### src/rtl/radix2_div_seq_if.sv
// Handshake and data bundle for radix2_div_seq: operands in with nd, results out with valid.
interface radix2_div_seq_if #(
    parameter int unsigned WIDTH = 32
);
    logic             nd;
    logic [WIDTH-1:0] a;
    logic [WIDTH-1:0] b;
    logic [WIDTH-1:0] q;
    logic [WIDTH-1:0] r;
    logic             valid;
    logic             busy;
    logic             dbz;

    modport master (
        output nd, a, b,
        input  q, r, valid, busy, dbz
    );

    modport slave (
        input  nd, a, b,
        output q, r, valid, busy, dbz
    );
endinterface

### src/rtl/radix2_div_seq.sv
// Iterative signed restoring divider, one quotient bit per clock, truncating toward zero.
// Define DIV_EARLY_DBZ_EN to let divide-by-zero bypass the iteration and finish in one step.
module radix2_div_seq #(
    parameter int unsigned WIDTH = 32
) (
    input logic             clk,
    input logic             reset_n,
    radix2_div_seq_if.slave bus
);
    localparam int unsigned CntW = $clog2(WIDTH);

    typedef enum logic [1:0] {StIdle, StCalc, StFix} state_e;

    state_e           state_q;
    logic [WIDTH-1:0] dvd_q;   // dividend magnitude; quotient bits shift in at the bottom
    logic [WIDTH-1:0] dvs_q;
    logic [WIDTH-1:0] rem_q;
    logic [WIDTH-1:0] q_q;
    logic [WIDTH-1:0] r_q;
    logic [CntW-1:0]  cnt_q;
    logic             sign_quo_q;
    logic             sign_rem_q;
    logic             dbz_pend_q;
    logic             valid_q;
    logic             busy_q;
    logic             dbz_q;

    logic [WIDTH-1:0] a_mag;
    logic [WIDTH-1:0] b_mag;
    logic [WIDTH:0]   trial;

    always_comb begin
        a_mag = bus.a[WIDTH-1] ? -bus.a : bus.a;
        b_mag = bus.b[WIDTH-1] ? -bus.b : bus.b;
        // Partial remainder stays below the divisor, so WIDTH+1 bits hold the shifted trial.
        trial = {rem_q, dvd_q[WIDTH-1]} - {1'b0, dvs_q};
    end

    always_ff @(posedge clk or negedge reset_n) begin
        if (!reset_n) begin
            state_q    <= StIdle;
            dvd_q      <= '0;
            dvs_q      <= '0;
            rem_q      <= '0;
            q_q        <= '0;
            r_q        <= '0;
            cnt_q      <= '0;
            sign_quo_q <= 1'b0;
            sign_rem_q <= 1'b0;
            dbz_pend_q <= 1'b0;
            valid_q    <= 1'b0;
            busy_q     <= 1'b0;
            dbz_q      <= 1'b0;
        end else begin
            valid_q <= 1'b0;
            unique case (state_q)
                StIdle: begin
                    if (bus.nd) begin
                        dvd_q      <= a_mag;
                        dvs_q      <= b_mag;
                        rem_q      <= '0;
                        sign_quo_q <= bus.a[WIDTH-1] ^ bus.b[WIDTH-1];
                        sign_rem_q <= bus.a[WIDTH-1];
                        dbz_pend_q <= (bus.b == '0);
                        busy_q     <= 1'b1;
                        cnt_q      <= '0;
`ifdef DIV_EARLY_DBZ_EN
                        if (bus.b == '0) begin
                            rem_q   <= a_mag;
                            state_q <= StFix;
                        end else begin
                            state_q <= StCalc;
                        end
`else
                        state_q <= StCalc;
`endif
                    end
                end
                StCalc: begin
                    if (trial[WIDTH]) begin
                        rem_q <= {rem_q[WIDTH-2:0], dvd_q[WIDTH-1]};
                        dvd_q <= {dvd_q[WIDTH-2:0], 1'b0};
                    end else begin
                        rem_q <= trial[WIDTH-1:0];
                        dvd_q <= {dvd_q[WIDTH-2:0], 1'b1};
                    end
                    cnt_q <= cnt_q + CntW'(1);
                    if (cnt_q == CntW'(WIDTH - 1)) begin
                        state_q <= StFix;
                    end
                end
                StFix: begin
                    // With a zero divisor the remainder path has reassembled |a|, so r == a.
                    q_q     <= dbz_pend_q ? '1 : (sign_quo_q ? -dvd_q : dvd_q);
                    r_q     <= sign_rem_q ? -rem_q : rem_q;
                    dbz_q   <= dbz_pend_q;
                    busy_q  <= 1'b0;
                    valid_q <= 1'b1;
                    state_q <= StIdle;
                end
                default: state_q <= StIdle;
            endcase
        end
    end

    assign bus.q     = q_q;
    assign bus.r     = r_q;
    assign bus.valid = valid_q;
    assign bus.busy  = busy_q;
    assign bus.dbz   = dbz_q;
endmodule
### src/flat_wrapper.sv
// flat-port wrapper written by rule: the top's interface ports become plain ports
module radix2_div_seq_flat 
#(
    parameter int unsigned WIDTH = 32
)
  (clk, reset_n, bus_nd, bus_a, bus_b, bus_q, bus_r, bus_valid, bus_busy, bus_dbz);
  radix2_div_seq_if #(.WIDTH(WIDTH)) bus_i ();
  input logic clk;
  input logic reset_n;
  input wire logic [$bits(bus_i.nd)-1:0] bus_nd;
  input wire logic [$bits(bus_i.a)-1:0] bus_a;
  input wire logic [$bits(bus_i.b)-1:0] bus_b;
  output wire logic [$bits(bus_i.q)-1:0] bus_q;
  output wire logic [$bits(bus_i.r)-1:0] bus_r;
  output wire logic [$bits(bus_i.valid)-1:0] bus_valid;
  output wire logic [$bits(bus_i.busy)-1:0] bus_busy;
  output wire logic [$bits(bus_i.dbz)-1:0] bus_dbz;
  assign bus_i.nd = bus_nd;
  assign bus_i.a = bus_a;
  assign bus_i.b = bus_b;
  assign bus_q = bus_i.q;
  assign bus_r = bus_i.r;
  assign bus_valid = bus_i.valid;
  assign bus_busy = bus_i.busy;
  assign bus_dbz = bus_i.dbz;
  radix2_div_seq #(.WIDTH(WIDTH)) u_core (.clk(clk), .reset_n(reset_n), .bus(bus_i));
endmodule
### config.mk
export PLATFORM = sky130hd
export DESIGN_NAME = radix2_div_seq_flat
export DESIGN_NICKNAME = d
export VERILOG_FILES = /design/src/rtl/radix2_div_seq_if.sv /design/src/rtl/radix2_div_seq.sv /design/src/flat_wrapper.sv
export SDC_FILE = /design/constraint.sdc
export NUM_CORES = 1
export LEC_CHECK = 0
export CAP_MARGIN = 10
export CORE_UTILIZATION = 40
export DETAILED_ROUTE_END_ITERATION = 16
export PLACE_DENSITY = 0.66
export SYNTH_ARGS = -nofsm -noshare
export SYNTH_HDL_FRONTEND = slang
export SYNTH_SLANG_ARGS = --single-unit
### constraint.sdc
create_clock -name clk -period 5.2 [get_ports clk]
set_clock_uncertainty 0.05 [all_clocks]
set_input_delay 0.78 -clock clk [delete_from_list [all_inputs] [get_ports clk]]
set_output_delay 0.78 -clock clk [all_outputs]
set_load 0.05 [all_outputs]
==> results of run 1 <==
-- cells in the final DEF (no fill, tap or decap), types with 10 or more instances in the layout --
cell	Yosys	final
nand2b_1	16	16
nor3_1	10	10
nand3_1	35	34
o21ai_0	157	157
a21oi_1	71	71
nand2_1	166	165
o22ai_1	22	22
xor2_1	100	100
nor2_1	64	63
o41ai_1	17	17
dfrtp_1	173	173
inv_1	54	54
clkdlybuf4s50_1	0	132
o31ai_1	31	31
mux2i_1	10	10
or4_1	17	17
xnor2_1	46	46
ha_1	38	38
o311ai_0	20	20
a22oi_1	22	22
clkbuf_16	0	17
-- stage by stage --
step	setup WS, ps	power, mW	utilization	area [um^2]	hold slack, ps
finish	1360	8.42	0.490	13300	305
global route	1120	9.12	0.490	13300	357
CTS	1400	8.38	0.490	13200	330
detailed placement	1410	7.02	0.468	12600	420
global placement	1450	6.93	0.468	12600	412
floorplan	2060	5.80	-	11100	399
-- synthesized netlist by cell type, types with 4 or more instances --
library cell	number	area share
and3_1	4	0.0023
mux2i_1	10	0.0090
nand3_1	35	0.016
o21ai_0	157	0.071
o211ai_1	5	0.0034
nor2_1	64	0.022
a21oi_1	71	0.032
o22ai_1	22	0.012
o41ai_1	17	0.013
or3_1	9	0.0051
xor2_1	100	0.079
a31oi_1	5	0.0028
and4_1	4	0.0032
nor3_1	10	0.0045
nand2_1	166	0.056
xnor2_1	46	0.036
nor4_1	7	0.0040
buf_1	7	0.0024
a21o_1	9	0.0061
clkbuf_1	61	0.021
nand2b_1	16	0.0090
inv_1	54	0.018
buf_2	7	0.0032
or4_4	6	0.0061
dfrtp_1	173	0.39
nand4_1	9	0.0051
ha_1	38	0.043
or4_1	17	0.012
o311ai_0	20	0.016
a32oi_1	8	0.0063
a22oi_1	22	0.015
o31ai_1	31	0.021
o21ai_1	8	0.0036
-- worst min path at each step --
stage                      from               end  slack [ps]  cells past startpoint
6_report                reset_n  u_core.dvs_q[11]         300                      1
5_1_grt                 reset_n  u_core.dvs_q[11]         360                      1
4_1_cts                 reset_n  u_core.dvs_q[11]         330                      1
3_5_place_dp   u_core.dvs_q[29]  u_core.dvs_q[29]         420                      2
3_3_place_gp    u_core.bus.busy   u_core.bus.busy         410                      2
2_1_floorplan   u_core.cnt_q[3]   u_core.cnt_q[3]         400                      1
-- sequential cells by signal, indices dropped and copies added, names as in the netlist --
register and count:
u_core.cnt_q 5, u_core.rem_q 32, u_core.bus.dbz 1, u_core.dvs_q 32
u_core.sign_rem_q 1, u_core.dvd_q 32, u_core.state_q 2, u_core.bus.busy 1
u_core.bus.r 32, u_core.dbz_pend_q 1, u_core.sign_quo_q 1, u_core.bus.valid 1
u_core.bus.q 32
-- routing by layer --
layer,vias up,track usage
li1,4748,-
met2,278,0.299
met4,0,0.0514
met1,4574,0.323
met3,23,0.0341
met5,-,0
-- cell families after synthesis --
kind of cell | share of synthesized area
compound gates | 0.229
simple gates | 0.162
flops | 0.391
xor+xnor | 0.117
buf+inv | 0.0470
fa+ha+maj | 0.0447
mux | 0.00904
-- final cells by class --
cell class | count | area [um^2]
clock buffers | 17 | 425
clock inverters | 14 | 179
fillers | 2605 | 13800
inverters | 55 | 206
multi-input cells | 968 | 6260
flip-flops and latches | 173 | 4330
well taps | 341 | 427
repair buffers | 141 | 1430
-- power by group --
part | switching, mW | internal (mW)
clock network | 0.566 | 0.763
registers | 0.705 | 1.80
logic | 2.65 | 1.93
==> flow_metrics.py, run 1 <==
metrics = {
    "synth": {
        "synth_area_mm2": 0.0111,
        "seq_area_frac_synth": 0.391,
        "synthesis.nets": 1380,
        "synthCells": 1274,
        "synth_edf_count": 0,
        "synthFlopType": "dfrtp_1",
        "ys_ff_latch": 173,
        "syn_area_per_cell_um2": 8.69,
        "yosys_warnings": 0,
        "synth_cell_types": 68,
        "synthArstFlopShare": 1.00,
    },
    "drt": {
        "dr.pass1.iters": 5,
        "wirelength_mm": 29.0,
        "post_drt_wl_per_cell_um": 17.0,
        "via_per_inst": 5.63,
        "met1_length_mm": 14.8,
        "route.met2.wl_mm": 12.2,
        "drc_errors": 0,
        "vias": 9623,
        "highest_layer": "met4",
        "drt_iter0_drc": 683,
        "ant_nets": 0,
        "wl_met3_mm": 1.72,
    },
    "setup_path": {
        "rr_worst_depth": 12,
        "end_kind": "flop",
        "cp.arrival_ps": 4070,
        "crit_family": "compound AO/OA/AOI/OAI gates",
        "start_kind": "flop",
        "cp.required_ps": 5440,
        "worst-path-buf-inv": 2,
        "cp_slowest_cell": "xor2_4",
        "critPathLaunch": "u_core.dvd_q[31]",
        "cp.depth": 12,
        "crit_type": "flop to flop",
        "crit_chain": "inv_1 > ha_1 > fa_1 > nand2b_1 > a211oi_1 > o211ai_1 > o211ai_2 > a41oi_2 > xor2_4 > buf_12 > mux2i_1 > o21ai_0",
        "crit_path_end": "u_core.rem_q[7]",
        "rrSetupSlack_ps": 1360,
        "reg2reg_to": "u_core.rem_q[7]",
        "reg2reg_from": "u_core.dvd_q[31]",
        "crit_path_max_incr_delay_ps": 580,
        "crit_fanout": 35,
    },
    "global_route": {
        "grt_pass1_wl_mm": 47.4,
        "overflow": 0,
        "grt_start_max_net_pins": 102,
        "first_global_vias": 8919,
        "grt.total_usage": 0.209,
        "antenna_found_initial": 0,
    },
    "sta": {
        "tns_ps": 0,
        "drv_slew": 0,
        "setup_viol": 0,
        "min_period_ps": 3840,
        "clock.fmax_ghz": 0.261,
        "finalCritPeriodShare": 0.738,
        "rsz0062_at_grt": "false",
        "slew-limit-headroom": 0.239,
        "tightest_slew_ps": 1140,
        "finalHoldViolations": 0,
    },
    "clock_tree": {
        "root_buffer": "clkbuf_16",
        "worstSkewPairLatency_ps": 440,
        "htreeDepth": 4,
        "cts_made_buffers": 17,
        "tritoncts": "yes",
        "path_clk_slew_ps": 70,
        "postCtsHoldBufs": 0,
        "cts.sinks": 173,
        "post_cts_buffers": 0,
        "ctsResizeCount": 0,
        "clock_path_buffers": 2,
    },
    "floorplanning": {
        "ios": 134,
        "die_w_um": 168,
        "die_y_um": 168,
        "core-area_mm2": 0.0270,
        "start_util": 0.410,
        "die_area_mm2": 0.0284,
        "core.rowCount": 60,
    },
    "layout": {
        "diodes": 0,
        "final_nets": 1462,
        "drive_gt1_frac": 0.0497,
        "stdcell_count": 1709,
        "synthToLayoutAreaGrowth_pct": 19.7,
    },
    "placement": {
        "portBuffers": 133,
        "dp.cells": 1677,
        "post-dp-hpwl_mm": 21.7,
        "finalWeightedCongestion": 0.900,
    },
    "power_and_ir_drop": {
        "ir_worst_vdd_uv": 373,
        "cellLeakagePower_nw": 5.44,
        "powerDensity_mw_per_mm2": 635,
    },
    "min_path": {
        "worstHoldPathType": "input port to asynchronous set/reset pin",
    },
    "job": {
        "max-cap-violations": 0,
    },
    "outcome": {
        "status": "finished clean",
    },
}
No activity file was read; power rests on OpenSTA's default activity.
==> inputs of run 2 (changes only) <==
PLACE_DENSITY = 0.68   (was 0.66)
clock period = 3.2 ns   (was 5.2 ns; I/O delays follow)
==> run 2 against run 1 <==
Die area did not move. Via count is 5.0% higher. Non-clock buffer count is 130 higher. Clock-buffer cell count rose by 3. Core utilization is 3.9 points higher. Maximum frequency is 23% higher. Global-route usage up 1.1 points. Worst hold slack got worse by 290 ps. Wire length is 6.1% higher. Sequential power grew 52%. Sequential share of layout area down 2.4 points. Combinational power increased by 99%.
==> flow_metrics.py, run 2 (synthesis gave the netlist of run 1 again) <==
metrics = {
    "layout": {
        "stdcell_count": 1840,
        "fillers": 2491,
        "layout_common_cells": "172 x dfrtp_1, 165 x nand2_1, 156 x o21ai_0",
        "final_nets": 1592,
        "design_area_mm2": 0.0143,
        "drive_gt1_frac": 0.137,
        "synthToLayoutAreaGrowth_pct": 29.1,
        "mostFrequentLayoutCell": "dfrtp_1",
        "diodes": 0,
    },
    "drt": {
        "ant_nets": 0,
        "drt_iter0_drc": 828,
        "dr.pass1.iters": 5,
        "vias": 10100,
        "via_per_inst": 5.49,
        "post_drt_wl_per_cell_um": 16.7,
        "wirelength_mm": 30.8,
        "drc_errors": 0,
    },
    "setup_path": {
        "crit_fanout": 24,
        "cp.arrival_ps": 3370,
        "worst-path-buf-inv": 2,
        "crit_path_max_incr_delay_ps": 400,
        "reg2reg_to": "u_core.rem_q[11]",
        "crit_type": "flop to flop",
        "rr_worst_depth": 11,
        "end_kind": "flop",
        "cp.required_ps": 3460,
        "cp_slowest_cell": "fa_1",
        "crit_path_end": "u_core.rem_q[11]",
        "critPathLaunch": "u_core.dvs_q[0]",
        "cp.depth": 11,
        "crit_family": "compound AO/OA/AOI/OAI gates",
        "start_kind": "flop",
        "reg2reg_from": "u_core.dvs_q[0]",
        "crit_top_cell": "buf_12",
        "crit_chain": "ha_1 > fa_1 > nand2b_4 > a211oi_2 > o211ai_1 > o211ai_2 > a41oi_2 > xor2_4 > buf_12 > buf_12 > o311ai_0",
        "rrSetupSlack_ps": 90,
    },
    "power_and_ir_drop": {
        "pwr-share-comb": 0.603,
        "power.share.sequential": 0.252,
        "ir_worst_vdd_uv": 538,
        "p_sw_mw": 6.78,
        "powerDensity_mw_per_mm2": 1060,
        "switching_share": 0.448,
        "intPower_mw": 8.35,
        "cellLeakagePower_nw": 6.08,
        "clock_power_share": 0.145,
    },
    "placement": {
        "post-dp-hpwl_mm": 23.7,
        "dp.cells": 1805,
        "dpl-instance-area_mm2": 0.0136,
        "finalWeightedCongestion": 0.888,
        "portBuffers": 133,
    },
    "floorplanning": {
        "die_area_mm2": 0.0284,
        "core.rowCount": 60,
        "core-area_mm2": 0.0270,
        "die_w_um": 168,
        "ios": 134,
        "die_y_um": 168,
        "start_util": 0.410,
    },
    "sta": {
        "drv_slew": 0,
        "min_period_ps": 3110,
        "finalHoldViolations": 0,
        "slew-limit-headroom": 0.394,
        "finalCritPeriodShare": 0.972,
        "tightest_slew_ps": 909,
        "clock.fmax_ghz": 0.321,
        "setup_viol": 0,
    },
    "global_route": {
        "grt.total_usage": 0.220,
        "grt_start_max_net_pins": 74,
        "antenna_found_initial": 0,
        "overflow": 0,
        "grt_pass1_wl_mm": 49.8,
        "first_global_vias": 9577,
    },
    "min_path": {
        "worstHoldPathType": "input port to asynchronous set/reset pin",
    },
    "clock_tree": {
        "postCtsHoldBufs": 0,
        "htreeDepth": 4,
        "cts.sinks": 173,
        "cts_made_buffers": 17,
        "root_buffer": "clkbuf_16",
        "clock_path_buffers": 2,
        "path_clk_slew_ps": 70,
        "tritoncts": "yes",
        "worstSkewPairLatency_ps": 430,
    },
    "outcome": {
        "status": "finished clean",
    },
    "job": {
        "max-cap-violations": 0,
    },
}
run 2: per-layer routing:
layer / vias to the layer above / GRT usage / part of all wire
met2: 281 / 0.334 / 0.43
met1: 4780 / 0.330 / 0.50
li1: 5021 / - / -
met3: 18 / 0.0310 / 0.057
met4: 0 / 0.0510 / 0.0093
met5: - / 0 / 0
run 2: cell type report:
class / count / area [um^2] / share of cell area
well taps: 341 / 427 / 0.0298
multi-input cells: 968 / 6290 / 0.440
inverters: 55 / 206 / 0.0144
repair buffers: 271 / 2430 / 0.170
clock inverters: 12 / 158 / 0.0110
clock buffers: 20 / 457 / 0.0319
flip-flops and latches: 173 / 4330 / 0.303
run 2: stage by stage:
| stage | hold WS, ps | utilization | setup WS [ps] | total power, mW | TNS, ps |
|---|---|---|---|---|---|
| after floorplan | 134 | - | 144 | 9.42 | 0 |
| after global placement | 411 | 0.504 | -199 | 12.4 | -805 |
| after detailed placement | 422 | 0.504 | -195 | 12.6 | -1630 |
| after CTS | 40.3 | 0.528 | 5.08 | 14.9 | 0 |
| after global routing | 78.7 | 0.529 | -47.3 | 16.3 | -244 |
| final | 17.9 | 0.529 | 88.5 | 15.1 | 0 |
run 2: timing repair:
action / CTS / global route
endpoints found under the setup margin: 5 / 29
gates resized for setup: 1 / 12
pin swaps: 1 / 3
endpoints found under the hold margin: 0 / 0
buffers inserted: 1 / 2
run 2: power by group through the flow:
stage / Clock, mW / Sequential (mW) / Combinational (mW)
finish: 2.20 / 3.81 / 9.12
global route: 2.32 / 3.91 / 10.1
CTS: 2.22 / 3.78 / 8.92
detailed placement: 0 / 3.82 / 8.82
global placement: 0 / 3.77 / 8.67
floorplan: 0 / 3.61 / 5.81
run 2: worst min-delay path by stage:
stage	start	to	slack, ps	cells past startpoint
final	reset_n	u_core.dvs_q[13]	20	1
after floorplan	reset_n	u_core.bus.busy	130	0
after global placement	u_core.bus.r[3]	u_core.bus.r[3]	410	2
after global routing	reset_n	u_core.dvs_q[13]	80	1
after detailed placement	u_core.bus.r[17]	u_core.bus.r[17]	420	2
after CTS	reset_n	u_core.dvs_q[13]	40	1
